File: src/rtl/instr_issue_unit.sv
// instr_issue_unit: small loadable instruction memory with a byte-addressed PC.
// Each instruction word is issued over a valid/ready handshake. The program runs
// until it reaches an all-zero end marker or the last memory word.
module instr_issue_unit #(
    parameter int DEPTH  = 16,
    parameter int ADDR_W = 4     // must equal $clog2(DEPTH)
) (
    input  logic              clk,
    input  logic              rst,
    input  logic              load_en,
    input  logic [ADDR_W-1:0] load_addr,
    input  logic [31:0]       load_data,
    input  logic              start,
    input  logic              instr_ready,
    output logic [31:0]       instr_out,
    output logic              instr_valid,
    output logic [31:0]       pc_out,
    output logic              busy,
    output logic              done
);

    localparam logic [1:0] S_IDLE  = 2'd0;
    localparam logic [1:0] S_FETCH = 2'd1;
    localparam logic [1:0] S_ISSUE = 2'd2;
    localparam logic [1:0] S_DONE  = 2'd3;

    localparam logic [ADDR_W-1:0] LAST_WORD = ADDR_W'(DEPTH - 1);

    logic [1:0]        r_state;
    logic [ADDR_W-1:0] r_pc;      // word index; byte PC is r_pc << 2
    logic [31:0]       r_instr;
    logic              r_valid;
    logic [31:0]       r_mem [DEPTH];

    logic              w_ctrl_open;  // IDLE or DONE: loads and start are honoured
    logic [31:0]       w_rd_word;

    assign w_ctrl_open = (r_state == S_IDLE) || (r_state == S_DONE);
    assign w_rd_word   = r_mem[r_pc];

    // Program memory: no reset, so a loaded program survives a reset
    always_ff @(posedge clk) begin
        if (load_en && w_ctrl_open)
            r_mem[load_addr] <= load_data;
    end

    // Sequencer: fetch one word, hold it until accepted, then step or stop
    always_ff @(posedge clk or posedge rst) begin
        if (rst) begin
            r_state <= S_IDLE;
            r_pc    <= '0;
            r_instr <= '0;
            r_valid <= 1'b0;
        end else begin
            case (r_state)
                S_IDLE, S_DONE: begin
                    if (start) begin
                        r_state <= S_FETCH;
                        r_pc    <= '0;
                    end
                end
                S_FETCH: begin
                    r_instr <= w_rd_word;
                    if (w_rd_word == 32'h0) begin
                        r_state <= S_DONE;
                        r_valid <= 1'b0;
                    end else begin
                        r_state <= S_ISSUE;
                        r_valid <= 1'b1;
                    end
                end
                S_ISSUE: begin
                    if (instr_ready) begin
                        r_valid <= 1'b0;
                        // Stop on the last word rather than wrapping back to 0
                        if (r_pc == LAST_WORD) begin
                            r_state <= S_DONE;
                        end else begin
                            r_pc    <= r_pc + 1'b1;
                            r_state <= S_FETCH;
                        end
                    end
                end
                default: r_state <= S_IDLE;
            endcase
        end
    end

    assign instr_out   = r_instr;
    assign instr_valid = r_valid;
    assign pc_out      = {{(30 - ADDR_W){1'b0}}, r_pc, 2'b00};
    assign busy        = (r_state == S_FETCH) || (r_state == S_ISSUE);
    assign done        = (r_state == S_DONE);

endmodule

File: config.mk
export PLATFORM = sky130hd
export DESIGN_NAME = instr_issue_unit
export DESIGN_NICKNAME = d
export VERILOG_FILES = /design/src/rtl/instr_issue_unit.sv
export SDC_FILE = /design/constraint.sdc
export NUM_CORES = 1
export LEC_CHECK = 0
export CAP_MARGIN = 40
export CELL_PAD_IN_SITES_DETAIL_PLACEMENT = 1
export CELL_PAD_IN_SITES_GLOBAL_PLACEMENT = 1
export CORE_ASPECT_RATIO = 1.25
export CORE_UTILIZATION = 45
export DETAILED_ROUTE_END_ITERATION = 7
export HOLD_SLACK_MARGIN = 0.03
export PLACE_DENSITY_LB_ADDON = 0.1
export REMOVE_ABC_BUFFERS = 1
export SLEW_MARGIN = 15
export SYNTH_ARGS = -nofsm -noshare
export SYNTH_HDL_FRONTEND = slang
export SYNTH_SLANG_ARGS = --single-unit
File: constraint.sdc
create_clock -name clk -period 10.9 [get_ports clk]
set_input_delay 2.18 -clock clk [delete_from_list [all_inputs] [get_ports clk]]
set_output_delay 2.18 -clock clk [all_outputs]
set_load 0.02 [all_outputs]
# After elaboration in Yosys (flattened, before gate mapping)
# Memory sizes are Yosys's and may differ from the RTL's.
# Index checks and enable logic that the tools add are counted.
dict set report op_classes {
  mux 14
  n_addsub 1
  n_eq_ne 7
  n_reduce_logical 11
}
# op count
set ops {}
lappend ops {{logical NOT 32 bit} 1}
lappend ops {{two-way mux 4 bit} 3}
lappend ops {{one-hot mux 4 bit (2 select lines)} 1}
lappend ops {{two-way mux 2 bit} 3}
lappend ops {{!= test 2 bit (second input constant)} 3}
lappend ops {{one-hot mux 2 bit (3 select lines)} 1}
lappend ops {{two-way mux 1 bit} 5}
lappend ops {{adder 4 x 1 -> 4 bit (second input constant)} 1}
lappend ops {{equality test 2 bit (second input constant)} 2}
lappend ops {{equality test 4 bit (second input constant)} 1}
lappend ops {{AND reduction 2 bit} 2}
lappend ops {{AND reduction 4 bit} 1}
lappend ops {{nonzero test 2 bit} 2}
lappend ops {{equality test 2 x 1 -> 1 bit (second input constant)} 1}
lappend ops {{logical NOT 2 bit} 1}
lappend ops {{logical OR 1 bit} 2}
lappend ops {{one-hot mux 1 bit (2 select lines)} 1}
lappend ops {{OR reduction 2 bit} 1}
lappend ops {{logical AND 1 bit} 1}
dict set report totals {
  out_inout_bits 67
  ff_bits 39
  wordCells 38
  inputBits 41
  n_memories 1
  ramBits 512
}
# memory words width read_ports rd_clocked_by_memory_dff write_ports line
set memory_table {}
lappend memory_table {r_mem 16 32 1 0 1 33} ;# logic [31:0] r_mem [DEPTH];

# Longest topological paths before layout
dict set report depth {
  ltp_word 5
  ltp_mapped 12
  ltp_nobuf 7
}

# Worst setup path after synthesis
# No wires, ideal clock.
dict set report synth_path {
  kind {in2reg}
  from {in load_en}
  to {mem r_mem[0][0] (enable)}
  required_time_ns 10.439
  t_arrival_ns 4.829
  path_slack_ns 5.610
  stages 3
  n_path_buf 0
  cell_sequence {nand2_1 or3_1 nor3_1}
}
dict set report synth_via {
  elab_chain_cells 3
}
# item line
set synth_rtl {}
lappend synth_rtl {{start, declared} 10} ;# input logic load_en,
lappend synth_rtl {{logical AND 1 bit} 43} ;# if (load_en && w_ctrl_open)
lappend synth_rtl {{two-way mux 1 bit} 43}
lappend synth_rtl {{two-way mux 1 bit (not written as such)} 44} ;# r_mem[load_addr] <= load_data;
lappend synth_rtl {{end, declared} 33}
# Every way passes these cells.

# Worst setup path in the final report
dict set report layout_path {
  from {reg r_state[0]}
  to {out busy}
}
dict set report layout_via {
  elab_chain_cells 2
  word_cells_on_any_way 3
  cone_classes {eq/ne (2); reduce/logical (1)}
}
# item line
set layout_rtl {}
lappend layout_rtl {{start, declared} 29} ;# logic [1:0] r_state;
lappend layout_rtl {{start signal, assigned} 50} ;# r_state <= S_IDLE;
lappend layout_rtl {{start signal, assigned} 58} ;# r_state <= S_FETCH;
lappend layout_rtl {{start signal, assigned} 65} ;# r_state <= S_DONE;
lappend layout_rtl {{equality test 2 x 1 -> 1 bit / equality test 2 bit (equally long branches)} 92} ;# assign busy = (r_state == S_FETCH) || (r_state == S_ISSUE);
lappend layout_rtl {{logical OR 1 bit *} 92}
lappend layout_rtl {{end, declared} 18} ;# output logic busy,
# Every way passes the cells marked *; elsewhere a longest branch is shown, timed or not.

==> summary.txt <==
Setup Fix Bufs, Post-CTS: 0
Crit end category: output port
Sum of buffers and inverters on the critical path: 3
FFs w/ async S/R, synth: 0.0708
FMAX: 0.229 GHz
GRT overflow: 0
Initial antenna violation count: 0
Commonest non-fill, non-tap cell in the layout: edfxtp_1
Syn. warnings: 0
Worst Hold Class: flop to flop
Die W: 197 µm
Max stage delay on crit path: 0.60 ns
Final Instance Area: 0.0245 mm²
Primary FF master, synth: edfxtp_1
CP max stage cell: clkdlybuf4s50_1
DR top layer: met4
Clk root buf: clkbuf_16
Hold Fails Final Rpt: 0
Seq/Total Area, Yosys: 0.768
H-tree depth: 2
Most frequent cells in the layout: edfxtp_1, mux4_2, clkdlybuf4s50_1, clkbuf_16, a22oi_1
Power Dens Cells: 220 mW/mm²
Area Overhead vs Synth: 15.1%
Max clock buf depth: 3
Synth cell types: 47
Hold WS: 0.503 ns
Drt first pass iters: 5
Port Buffers: 79
CP Data Arrival Time: 2.20 ns
Worst-path maximum fanout: 8
Vias: 10128
Hold path depth: 1
Tcrit/Tclk final: 0.401
Slew HR: 0.444
Wirelength, routed: 49600 µm
# rows: 88
Final Skew: 0.0191 ns
VDD IR max: 0.129 mV
Number of global-route vias before repair: 11094
WL met1: 21100 µm
Metal2 WL: 26000 µm
# clock sinks: 551
Stages on worst setup path: 4
Setup violations, final: 0
DP Area: 0.0228 mm²
Iteration-0 DRC Markers: 839
Global-route wire length before repair: 73900 µm
Post-CTS sizing: 0
Mapped Cells: 1008
Core Area: 0.0465 mm²
Post-DRT Antenna Nets: 0
Post-synth EDFFs: 512
Status: finished clean
Routed wl met3: 1620 µm
Min cycle time layout: 4.38 ns
Die area: 0.0482 mm²
Die Ht: 245 µm
#FFs+latches synth: 551
Unrepaired setup endpoints after global routing: no
Hpwl dp: 26900 µm
Clock-pin slew on the worst setup and hold paths: 0.06 ns
Num CTS Buffers: 53
Critical setup path kind: flop to output port
Via-per-instance ratio: 5.65
Delay-heaviest family, CP: buffers and inverters
GPL Wtd Cong: 0.722
IO Count: 108
CTS tree: yes
WL per Instance: 27.7 µm
Global Route Usage Sum: 0.214
DRC: 0
CP required: 8.72 ns
Post-Syn Area: 0.0213 mm²
Leak: 7.71 nW
Layout cells sized above 1: 0.241
Startpoint Class: flop
Reg2Reg Depth: 9
Syn Area/Cell: 21.1 µm²
Worst path cell trace: inv_1, ha_1, inv_1, clkdlybuf4s50_1
Worst reg2reg setup slack: 6.67 ns
Starting Density: 0.458
Tightest Pin Transition: 0.834 ns
Final nets: 1163
Largest net degree at the start of global routing: 95
Most frequent CP cell: inv_1
Fin. max-slew vios: 0
Post-CTS Hold Fix Bufs: 0
ANT cells: 0
Worst-skew pair later-pin latency: 0.59 ns
Total of max-cap violations: 0
Setup_tns: 0 ns
[where the power goes]
group / total [mW] / internal [mW] / switching, mW
Sequential: 2.50 / 2.44 / 0.0585
Clock: 1.75 / 0.982 / 0.771
Combinational: 1.14 / 0.529 / 0.610
[synth_stat cells (2+ instances only)]
cell | instances | share of area
nor2_1 | 31 | 0.0055
buf_4 | 31 | 0.011
o21ai_0 | 5 | 0.0012
nor4_1 | 3 | 0.00088
buf_1 | 6 | 0.0011
and2_1 | 3 | 0.00088
nand2_1 | 33 | 0.0058
o31ai_1 | 2 | 0.00070
dfrtp_1 | 39 | 0.046
mux4_2 | 119 | 0.13
nand2b_1 | 5 | 0.0015
or3_1 | 3 | 0.00088
nor3_1 | 9 | 0.0021
inv_1 | 8 | 0.0014
a221oi_1 | 6 | 0.0025
a21oi_1 | 9 | 0.0021
mux2i_1 | 27 | 0.013
a32oi_1 | 3 | 0.0012
a221o_1 | 2 | 0.00094
buf_6 | 5 | 0.0026
clkbuf_1 | 23 | 0.0041
a22o_1 | 2 | 0.00082
nand4_1 | 4 | 0.0012
nor2b_1 | 7 | 0.0021
a22oi_1 | 46 | 0.016
ha_1 | 4 | 0.0023
a31oi_1 | 2 | 0.00059
nand3_1 | 3 | 0.00070
mux2_2 | 26 | 0.014
edfxtp_1 | 512 | 0.72
buf_2 | 14 | 0.0033
[path summary, 6_finish.rpt]
check                                          start                   endpoint
max in group asynchronous                        rst        r_pc[1]$_DFFE_PP0P_
setup / recovery              r_state[0]$_DFFE_PP0P_                       busy
hold reg to reg            instr_out[26]$_DFFE_PP0P_  instr_out[26]$_DFFE_PP0P_
setup reg to reg                 r_pc[0]$_DFFE_PP0P_     r_state[0]$_DFFE_PP0P_
hold / removal             instr_out[26]$_DFFE_PP0P_  instr_out[26]$_DFFE_PP0P_
min in group asynchronous                        rst  instr_out[11]$_DFFE_PP0P_
[cell type report]
| type | instances | area, µm² |
|---|---|---|
| Timing Repair Buffer | 108 | 1040 |
| Tap cell | 630 | 788 |
| Multi-Input combinational cell | 396 | 4650 |
| Fill cell | 4146 | 21900 |
| Sequential cell | 551 | 16400 |
| Clock buffer | 66 | 1440 |
| Clock inverter | 34 | 218 |
| Inverter | 8 | 30.0 |
[flip-flops by register name, summed over array words and instances, names as in the netlist]
name         flops
r_mem          512
instr_valid      1
r_state          2
instr_out       32
r_pc             4
[through the flow]
step                      setup WS [ns]  cells  utilization  power, mW
after floorplan                    3.76    955            -       3.36
after global placement             6.51   1692        0.492       3.69
after detailed placement           6.43   1692        0.492       3.70
after CTS                          6.32   1792        0.527       5.45
after global routing               6.33   1793        0.528       5.59
final                              6.52   1793        0.528       5.39
[logic make-up after synthesis]
family | share of synthesized area
fa+ha+maj | 0.00235
buf+inv | 0.0243
compound gates | 0.0303
flops | 0.768
other cells | 0.000176
mux | 0.152
simple gates | 0.0230
[metal layers]
metal | vias up | track usage
met5 | - | 0
met4 | 0 | 0.0524
met3 | 57 | 0.0247
met2 | 233 | 0.379
met1 | 5511 | 0.282
li1 | 4327 | -
No activity file was read; power rests on OpenSTA's default activity.
